### src/rtl/end_screen_sequencer.sv
// End-of-game sequencer: latches lose/win, fades the game image, shows a centred bitmap,
// and pulses game_reset on start. Define END_SCREEN_FADE_EN to build the fade stage and scaler.
module end_screen_sequencer #(
  parameter int IMG_W       = 320,
  parameter int IMG_H       = 240,
  parameter int IMG_X0      = 160,
  parameter int IMG_Y0      = 120,
  parameter int FADE_STEP   = 2,
  parameter int HOLD_FRAMES = 60
) (
  input  logic        vga_clk,
  input  logic        reset_n,
  input  logic [9:0]  DrawX,
  input  logic [9:0]  DrawY,
  input  logic        blank,
  input  logic        game_over,
  input  logic        game_won,
  input  logic        start,
  input  logic [3:0]  game_r,
  input  logic [3:0]  game_g,
  input  logic [3:0]  game_b,
  input  logic [3:0]  ov_r,
  input  logic [3:0]  ov_g,
  input  logic [3:0]  ov_b,
  output logic [16:0] img_addr,
  output logic        img_sel,
  output logic        end_screen,
  output logic        game_reset,
  output logic [3:0]  red,
  output logic [3:0]  green,
  output logic [3:0]  blue,
  output logic [1:0]  dbg_state
);

  if (FADE_STEP < 1 || HOLD_FRAMES < 1) begin : g_param_check
    $error("end_screen_sequencer: FADE_STEP and HOLD_FRAMES must be >= 1");
  end

  typedef enum logic [1:0] {
    S_PLAY = 2'd0,
    S_FADE = 2'd1,
    S_SHOW = 2'd2,
    S_HOLD = 2'd3
  } state_t;

  localparam int HCW = (HOLD_FRAMES > 1) ? $clog2(HOLD_FRAMES) : 1;
  localparam logic [HCW-1:0] HOLD_LAST = HCW'(HOLD_FRAMES - 1);

  localparam logic [10:0] X_LO = 11'(IMG_X0);
  localparam logic [10:0] X_HI = 11'(IMG_X0 + IMG_W);
  localparam logic [10:0] Y_LO = 11'(IMG_Y0);
  localparam logic [10:0] Y_HI = 11'(IMG_Y0 + IMG_H);

  state_t          state_q, state_d;
  logic [HCW-1:0]  hold_cnt_q, hold_cnt_d;
  logic            pend_lose_q, pend_lose_d;
  logic            pend_win_q, pend_win_d;
  logic            img_sel_q, img_sel_d;
  logic            game_reset_q, game_reset_d;
  logic            in_win_q;
  logic [11:0]     rgb_q, rgb_d;

  logic            frame_tick;
  logic            in_win;
  logic [10:0]     draw_x_w, draw_y_w;
  logic [9:0]      rel_x, rel_y;

`ifdef END_SCREEN_FADE_EN
  localparam int FCW = (FADE_STEP > 1) ? $clog2(FADE_STEP) : 1;
  localparam logic [FCW-1:0] FADE_LAST = FCW'(FADE_STEP - 1);

  logic [4:0]      level_q, level_d;
  logic [FCW-1:0]  fade_cnt_q, fade_cnt_d;

  // 9-bit product keeps level 16 exact: (c*16)>>4 == c.
  function automatic logic [3:0] scale(input logic [3:0] c, input logic [4:0] lv);
    logic [8:0] p;
    p = 9'(c) * 9'(lv);
    return p[7:4];
  endfunction
`endif

  assign frame_tick = (DrawX == 10'd0) && (DrawY == 10'd0);

  assign draw_x_w = {1'b0, DrawX};
  assign draw_y_w = {1'b0, DrawY};
  assign in_win   = (draw_x_w >= X_LO) && (draw_x_w < X_HI) &&
                    (draw_y_w >= Y_LO) && (draw_y_w < Y_HI);
  assign rel_x    = DrawX - X_LO[9:0];
  assign rel_y    = DrawY - Y_LO[9:0];
  assign img_addr = in_win ? (17'(rel_x) + 17'(rel_y) * 17'(IMG_W)) : 17'd0;

  always_comb begin
    state_d      = state_q;
    hold_cnt_d   = hold_cnt_q;
    pend_lose_d  = pend_lose_q;
    pend_win_d   = pend_win_q;
    img_sel_d    = img_sel_q;
    game_reset_d = 1'b0;
`ifdef END_SCREEN_FADE_EN
    level_d      = level_q;
    fade_cnt_d   = fade_cnt_q;
`endif
    case (state_q)
      S_PLAY: begin
        if (frame_tick && (pend_lose_q || pend_win_q)) begin
          img_sel_d   = pend_win_q & ~pend_lose_q;
          pend_lose_d = 1'b0;
          pend_win_d  = 1'b0;
          hold_cnt_d  = '0;
`ifdef END_SCREEN_FADE_EN
          // Preloading the step counter makes the first dimming land on the next tick.
          state_d     = S_FADE;
          level_d     = 5'd16;
          fade_cnt_d  = FADE_LAST;
`else
          state_d     = S_SHOW;
`endif
        end else begin
          pend_lose_d = pend_lose_q | game_over;
          pend_win_d  = pend_win_q | game_won;
        end
      end
`ifdef END_SCREEN_FADE_EN
      S_FADE: begin
        if (frame_tick) begin
          if (level_q == 5'd0) begin
            state_d    = S_SHOW;
            hold_cnt_d = '0;
          end else if (fade_cnt_q == FADE_LAST) begin
            level_d    = level_q - 5'd1;
            fade_cnt_d = '0;
          end else begin
            fade_cnt_d = fade_cnt_q + FCW'(1);
          end
        end
      end
`endif
      S_SHOW: begin
        if (frame_tick) begin
          if (hold_cnt_q == HOLD_LAST) state_d = S_HOLD;
          else                         hold_cnt_d = hold_cnt_q + HCW'(1);
        end
      end
      S_HOLD: begin
        if (start) begin
          state_d      = S_PLAY;
          game_reset_d = 1'b1;
          hold_cnt_d   = '0;
`ifdef END_SCREEN_FADE_EN
          level_d      = 5'd16;
`endif
        end
      end
      default: state_d = S_PLAY;
    endcase
  end

  // Overlay colour arrives one cycle after its address, so it pairs with the delayed in_win.
  always_comb begin
    rgb_d = 12'h000;
    if (blank) begin
      case (state_q)
        S_PLAY: rgb_d = {game_r, game_g, game_b};
`ifdef END_SCREEN_FADE_EN
        S_FADE: rgb_d = {scale(game_r, level_q), scale(game_g, level_q), scale(game_b, level_q)};
`endif
        S_SHOW, S_HOLD: if (in_win_q) rgb_d = {ov_r, ov_g, ov_b};
        default: rgb_d = 12'h000;
      endcase
    end
  end

  always_ff @(posedge vga_clk or negedge reset_n) begin
    if (!reset_n) begin
      state_q      <= S_PLAY;
      hold_cnt_q   <= '0;
      pend_lose_q  <= 1'b0;
      pend_win_q   <= 1'b0;
      img_sel_q    <= 1'b0;
      game_reset_q <= 1'b0;
      in_win_q     <= 1'b0;
      rgb_q        <= 12'h000;
`ifdef END_SCREEN_FADE_EN
      level_q      <= 5'd16;
      fade_cnt_q   <= '0;
`endif
    end else begin
      state_q      <= state_d;
      hold_cnt_q   <= hold_cnt_d;
      pend_lose_q  <= pend_lose_d;
      pend_win_q   <= pend_win_d;
      img_sel_q    <= img_sel_d;
      game_reset_q <= game_reset_d;
      in_win_q     <= in_win;
      rgb_q        <= rgb_d;
`ifdef END_SCREEN_FADE_EN
      level_q      <= level_d;
      fade_cnt_q   <= fade_cnt_d;
`endif
    end
  end

  assign img_sel    = img_sel_q;
  assign game_reset = game_reset_q;
  assign end_screen = (state_q != S_PLAY);
  assign dbg_state  = state_q;
  assign red        = rgb_q[11:8];
  assign green      = rgb_q[7:4];
  assign blue       = rgb_q[3:0];

endmodule

### config.mk
export PLATFORM = sky130hd
export DESIGN_NAME = end_screen_sequencer
export DESIGN_NICKNAME = d
export VERILOG_FILES = /design/src/rtl/end_screen_sequencer.sv
export SDC_FILE = /design/constraint.sdc
export NUM_CORES = 1
export LEC_CHECK = 0
export BUFFER_PORTS_ARGS = -buffer_cell sky130_fd_sc_hd__buf_2
export CORE_MARGIN = 2
export CORE_UTILIZATION = 35
export DETAILED_ROUTE_END_ITERATION = 7
export GPL_TIMING_DRIVEN = 1
export PLACE_DENSITY = 0.62
export SLEW_MARGIN = 20
export SYNTH_ARGS = -nofsm -noshare
export SYNTH_HDL_FRONTEND = slang
export SYNTH_SLANG_ARGS = --single-unit
### constraint.sdc
create_clock -name vga_clk -period 2.9 [get_ports vga_clk]
set_clock_uncertainty 0.1 [all_clocks]
set_input_delay 0.145 -clock vga_clk [delete_from_list [all_inputs] [get_ports vga_clk]]
set_output_delay 0.145 -clock vga_clk [all_outputs]
set_load 0.1 [all_outputs]
==> results of run 1 <==
==> cells by family (layout without fill, tap and decap cells) <==
kind of cell             count (synthesis)  count (layout)  synth area share
XOR/XNOR                                18              18            0.0719
AO/OA/AOI/OAI                           63              63             0.205
multiplexers                             4               4            0.0200
AND/OR/NAND/NOR                         93              93             0.221
adder cells (fa/ha/maj)                 25              25             0.150
flip-flops                              25              25             0.285
buffers and inverters                   27             146            0.0462
==> metrics by stage <==
stage | power (mW) | worst slack, ns
2_1_floorplan | 0.877 | -0.329
3_3_place_gp | 1.13 | -0.192
3_5_place_dp | 1.14 | -0.205
4_1_cts | 1.42 | 0.00906
5_1_grt | 1.57 | -0.0316
6_report | 1.47 | 0.0752
==> layer usage <==
layer,share of wire,wire (µm)
met2,0.50,3060
met4,0.028,169
met3,0.050,305
met5,0,0
met1,0.42,2540
==> power by group through the flow <==
stage | sequential, mW | clock, mW | combinational (mW)
6_report | 0.359 | 0.206 | 0.910
5_1_grt | 0.360 | 0.230 | 0.978
4_1_cts | 0.359 | 0.211 | 0.846
3_5_place_dp | 0.366 | 0 | 0.772
3_3_place_gp | 0.366 | 0 | 0.767
2_1_floorplan | 0.430 | 0 | 0.447
==> state kept, by name, indices dropped and copies added, names as in the netlist <==
| signal | flops |
|---|---|
| dbg_state | 2 |
| in_win_q | 1 |
| img_sel | 1 |
| game_reset | 1 |
| hold_cnt_q | 6 |
| rgb_q | 12 |
| pend_lose_q | 1 |
| pend_win_q | 1 |
==> timing repair <==
item,CTS,global route
hold endpoints to repair,26,0
setup endpoints to repair,4,4
setup buffers,0,4
pin swaps,17,17
hold buffers,2,0
resized for setup,31,24
==> worst min-delay path, cell delays in order <==
cell     delay [ns]
buf_2          0.07
a22oi_1        0.05
nor2b_1        0.10
==> placed cells by master, fill, tap and decap left out, drive strengths merged, types with 2 or more instances in the layout <==
master and n:
buf 118, nor2 29, dfrtp 25, ha 23, inv 22, nor2b 16, nand2 13, a22oi 12
a21oi 11, o21ai 11, xnor2 9, xor2 9, nor3 7, nand3 6, nand2b 5, nand4 5
a211oi 4, and3 3, o21a 3, mux2 3, o31ai 3, clkbuf 3, a31oi 3, a221oi 3
a21o 2, or2 2, or4 2, dlygate4sd3 2, a311oi 2, fa 2
==> synthesized netlist by cell type, drive strengths merged (2+ instances only) <==
cell type | count | area (µm²)
or4 | 2 | 15.0
nor2 | 29 | 109
a221oi | 3 | 32.5
and3 | 3 | 18.8
clkbuf | 5 | 18.8
nor2b | 16 | 100
a211oi | 4 | 30.0
a311oi | 2 | 17.5
nor3 | 7 | 46.3
inv | 22 | 82.6
a22oi | 12 | 90.1
nand4 | 5 | 31.3
or2 | 2 | 12.5
xor2 | 9 | 78.8
o31ai | 3 | 22.5
fa | 2 | 40.0
a21oi | 11 | 55.1
a21o | 2 | 15.0
o21a | 3 | 22.5
nand2b | 5 | 31.3
ha | 23 | 288
mux2 | 3 | 33.8
a31oi | 3 | 33.8
dfrtp | 25 | 626
nand3 | 6 | 30.0
o21ai | 11 | 55.1
nand2 | 13 | 48.8
xnor2 | 9 | 78.8
==> how the worst max path moves through the flow <==
stage	slack [ns]	cells past startpoint	endpoint
floorplan	-0.33	11	img_addr[16]
global placement	-0.19	12	img_addr[16]
detailed placement	-0.21	12	img_addr[16]
CTS	0.009	12	img_addr[16]
global route	-0.03	14	img_addr[16]
finish	0.08	11	img_addr[16]
==> layout make-up <==
class | instances | area, µm² | area share
clock buffer | 3 | 41.3 | 0.0116
clock inverter | 1 | 7.51 | 0.00210
inverter | 22 | 85.1 | 0.0238
multi-input combinational | 203 | 1870 | 0.525
sequential | 25 | 626 | 0.175
tap | 75 | 93.8 | 0.0263
timing repair buffer | 120 | 842 | 0.236
==> flow_metrics.env, run 1 <==
export IMPL_async_flop_share=1.00
export IMPL_diodes=0
export IMPL_syn_to_final_growth_pct=62.8
export IMPL_start_util=0.366
export IMPL_yosysWarnings=0
export IMPL_grt_pass1_vias=2274
export IMPL_path_common_cell="buf_12"
export IMPL_crit_path_start_kind="input pin"
export IMPL_p_clk_frac=0.140
export IMPL_grt_max_degree=26
export IMPL_static_leakage_power_nw=1.63
export IMPL_whs_endpoint="rgb_q[10]$_DFF_PN0_"
export IMPL_internal_power_uw=864
export IMPL_vias=2275
export IMPL_grt_use_met3=0.0298
export IMPL_clkSinkCount=25
export IMPL_crit_path_top_delay_cell="or4b_4"
export IMPL_grt_setup_unrepaired="yes"
export IMPL_core_area_mm2=0.00599
export IMPL_hp_start="ov_r[2]"
export IMPL_dpl_instance_area_mm2=0.00314
export IMPL_finalHoldViolations=0
export IMPL_fp_row_count=28
export IMPL_ys_types=46
export IMPL_crit_path_start="DrawY[3]"
export IMPL_cp_max_fo=7
export IMPL_synth_ff_type="dfrtp_1"
export IMPL_dieArea_mm2=0.00691
export IMPL_cts_max_level=1
export IMPL_drt_initial_drc_count=48
export IMPL_setup_viol=0
export IMPL_clkSlewWorstSetupHoldPaths_ns=0.08
export IMPL_drt_wl_total_um=6080
export IMPL_cts_tree="yes"
export IMPL_busiest_layer="met2"
export IMPL_report_final_slew_viol_count=0
export IMPL_design_area_mm2=0.00357
export IMPL_fp_dieH_um=83.1
export IMPL_io_pins=84
export IMPL_antenna_found_initial=0
export IMPL_clock_root_buffer="clkbuf_8"
export IMPL_critPathBufInv=2
export IMPL_grt_pass1_wl_um=9900
export IMPL_synth_ff_latch_count=25
export IMPL_vdd_ir_drop_max_v=0.000276
export IMPL_max_freq_mhz=354
export IMPL_met1_usage=0.202
export IMPL_syn_area_per_cell_um2=8.60
export IMPL_syn_nets=330
export IMPL_pwr_share_seq=0.244
export IMPL_dpl_hpwl_um=4680
export IMPL_path_cells="buf_12 -> a41oi_2 -> xor2_1 -> ha_1 -> ha_4 -> or4b_4 -> o311ai_4 -> nand4_1 -> xnor2_1 -> nor2_2 -> buf_12"
export IMPL_cts_buffers=3
export IMPL_fin_nets=450
export IMPL_power_density_mw_per_mm2=413
export IMPL_port_buffers=83
export IMPL_drv_cap=0
export IMPL_status="complete, no violations"
export IMPL_finalNonFillerCells=449
export IMPL_max_stage_delay_ns=0.48
export IMPL_min_path_cells=3
export IMPL_r2r_cells=7
export IMPL_synth_area_mm2=0.00219
export IMPL_r2r_slack_ns=0.71
export IMPL_cts_path_max_buffers=2
export IMPL_final_min_clock_period_ns=2.82
export IMPL_hp_class="in -> reg"
export IMPL_grtUsageMet2=0.304
export IMPL_grt_overflow=0
export IMPL_critPathRequiredTime_ns=2.65
export IMPL_gp_congestion=0.937
export IMPL_antenna_left=0
export IMPL_netlist_instances=255
export IMPL_r2r_end="hold_cnt_q[5]$_DFFE_PN0P_"
export IMPL_p_sw_uw=611
export IMPL_placed_cells=439
export IMPL_synth_edf_count=0
export IMPL_drt_pass1_iter_count=4
export IMPL_die_w_um=83.1
export IMPL_critPathKind="in -> out"
export IMPL_reg2reg_from="hold_cnt_q[0]$_DFFE_PN0P_"
export IMPL_tightest_slew_ns=0.533
export IMPL_nFillCells=524
export IMPL_clkLatencyLatePin_ns=0.27
export IMPL_drive_above_1_share=0.473
export IMPL_slew_headroom=0.645
export IMPL_end_kind="output port"
export IMPL_wl_per_cell_um=13.5
export IMPL_grt_use_total=0.169
export IMPL_fin_util=0.596
export IMPL_fin_crit_sh=0.974
export IMPL_crit_arrival_ns=2.58
export IMPL_vias_per_cell=5.07
export IMPL_drc=0
export IMPL_finalSetupTns_ns=0
export IMPL_hold_ws_ns=0.0460
export IMPL_p_comb_frac=0.617
export IMPL_swShare=0.414
export IMPL_seq_area_frac_synth=0.285
export IMPL_critical_path_top_delay_family="simple AND/OR/NAND/NOR gates"
Note: power is estimated with default switching activity, not from simulation.
==> run 2, diff against run 1 <==
Settings changed: PLACE_DENSITY 0.62 to default.
==> run 2 against run 1 <==
  * Global-route usage barely moved
  * First-iteration DRC count fell by 13%
  * Sequential power barely moved
  * Hold slack got worse by 0.0086 ns
  * Highest routed layer unchanged
==> flow_metrics.env, run 2 (synthesized netlist as in run 1, its figures left out) <==
export IMPL_nFillCells=534
export IMPL_place_ws_ns=-0.141
export IMPL_vias=2255
export IMPL_drt_wl_total_um=5940
export IMPL_crit_arrival_ns=2.61
export IMPL_grt_pass1_vias=2188
export IMPL_grt_setup_unrepaired="yes"
export IMPL_critPathBufInv=2
export IMPL_syn_to_final_growth_pct=57.2
export IMPL_final_min_clock_period_ns=2.85
export IMPL_cts_max_level=1
export IMPL_static_leakage_power_nw=1.61
export IMPL_antenna_left=0
export IMPL_critical_path_top_delay_family="simple AND/OR/NAND/NOR gates"
export IMPL_drv_cap=0
export IMPL_setup_viol=0
export IMPL_design_area_mm2=0.00345
export IMPL_critPathRequiredTime_ns=2.65
export IMPL_crit_cells=13
export IMPL_path_common_cell="ha_4"
export IMPL_drive_above_1_share=0.468
export IMPL_crit_path_top_delay_cell="or4b_4"
export IMPL_grt_use_total=0.169
export IMPL_drt_pass1_iter_count=4
export IMPL_drt_initial_drc_count=42
export IMPL_fp_row_count=28
export IMPL_min_path_cells=3
export IMPL_finalPower_mw=1.44
export IMPL_cts_path_max_buffers=2
export IMPL_layout_common_cells="75 x buf_2, 34 x buf_4, 25 x dfrtp_1, 21 x inv_1, 20 x nor2_1"
export IMPL_die_w_um=83.1
export IMPL_port_buffers=83
export IMPL_wl_per_cell_um=13.3
export IMPL_r2r_cells=7
export IMPL_max_freq_mhz=351
export IMPL_antenna_found_initial=0
export IMPL_io_pins=84
export IMPL_finalHoldViolations=0
export IMPL_max_stage_delay_ns=0.54
export IMPL_crit_path_start_kind="input pin"
export IMPL_path_cells="buf_4 -> ha_4 -> nand3_4 -> nand2_2 -> xnor2_2 -> ha_1 -> ha_4 -> or4b_4 -> o311ai_4 -> nand4_1 -> xnor2_1 -> nor2_2 -> buf_12"
export IMPL_drc=0
export IMPL_tightest_slew_ns=0.539
export IMPL_timing_final_ws_setup_ns=0.0475
export IMPL_clkSinkCount=25
export IMPL_report_final_slew_viol_count=0
export IMPL_dpl_hpwl_um=4700
export IMPL_fp_dieH_um=83.1
export IMPL_vdd_ir_drop_max_v=0.000250
export IMPL_hold_ws_ns=0.0373
export IMPL_end_kind="output port"
export IMPL_largest_register_ffs=12
export IMPL_finalSetupTns_ns=0
export IMPL_grt_overflow=0
export IMPL_clock_root_buffer="clkbuf_8"
export IMPL_grt_max_degree=26
export IMPL_vias_per_cell=5.04
export IMPL_clkLatencyLatePin_ns=0.27
export IMPL_hp_class="in -> reg"
export IMPL_grt_pass1_wl_um=9880
export IMPL_critPathKind="in -> out"
export IMPL_dieArea_mm2=0.00691
export IMPL_power_density_mw_per_mm2=418
export IMPL_status="complete, no violations"
export IMPL_cp_max_fo=6
export IMPL_cts_tree="yes"
export IMPL_core_area_mm2=0.00599
export IMPL_gp_congestion=0.834
export IMPL_largest_register="rgb_q"
export IMPL_slew_headroom=0.641
export IMPL_mostFrequentLayoutCell="buf_2"
export IMPL_clkSlewWorstSetupHoldPaths_ns=0.09
export IMPL_fin_crit_sh=0.984
export IMPL_dpl_instance_area_mm2=0.00312
export IMPL_cts_buffers=3
export IMPL_start_util=0.366
export IMPL_fin_nets=448
export IMPL_diodes=0
==> run 2: cell count changes in the layout (fill, tap and decap cells not counted), sizes merged <==
cell and delta:
buf -2
==> run 2: power breakdown <==
part | switching (mW) | total, mW | internal, mW
Sequential | 0.00210 | 0.359 | 0.357
Clock | 0.118 | 0.215 | 0.0975
Combinational | 0.486 | 0.866 | 0.380
==> run 2: repair_timing <==
item,4_1_cts,5_1_grt
setup buffers,0,2
hold endpoints to repair,26,0
pin swaps,12,10
hold buffers,2,0
setup endpoints to repair,4,4
cloned,0,0
gates resized for setup,28,13
==> run 2: routing by layer <==
metal | vias to the layer above | part of all wire | track usage
met5 | - | 0 | 0
met4 | 0 | 0.013 | 0.0447
met3 | 6 | 0.045 | 0.0239
met2 | 51 | 0.53 | 0.313
met1 | 1055 | 0.41 | 0.204
li1 | 1143 | - | -
==> run 2: layout make-up <==
cell class,count,area (µm²),area share
inverter,22,82.6,0.0240
timing repair buffer,118,782,0.227
sequential,25,626,0.181
clock inverter,1,7.51,0.00218
tap,75,93.8,0.0272
clock buffer,3,41.3,0.0120
multi-input combinational,203,1810,0.526
==> run 2: path summary, 6_finish.rpt <==
path | startpoint | to | slack [ns]
max | DrawY[3] | img_addr[16] | 0.05
min | ov_r[2] | rgb_q[10]$_DFF_PN0_ | 0.04
max reg2reg | hold_cnt_q[0]$_DFFE_PN0P_ | hold_cnt_q[5]$_DFFE_PN0P_ | 0.72
min reg2reg | hold_cnt_q[1]$_DFFE_PN0P_ | hold_cnt_q[1]$_DFFE_PN0P_ | 0.42
max in group asynchronous | reset_n | hold_cnt_q[3]$_DFFE_PN0P_ | 2.07
min in group asynchronous | reset_n | hold_cnt_q[2]$_DFFE_PN0P_ | 0.28
==> run 2: per-stage QoR <==
stage | cells | utilization
after detailed placement | 439 | 0.521
after global routing | 447 | 0.575
final | 447 | 0.575
after global placement | 439 | 0.521
after floorplan | 255 | -
after CTS | 445 | 0.561
==> run 2: worst reg2reg max path, stage by stage (launching register included) <==
cell and delay, ns:
dfrtp_1 0.42, ha_1 0.23, nand2b_1 0.09, or2_2 0.13
mux2_2 0.17, a31oi_4 0.14, or4_1 0.56, a221oi_2 0.25
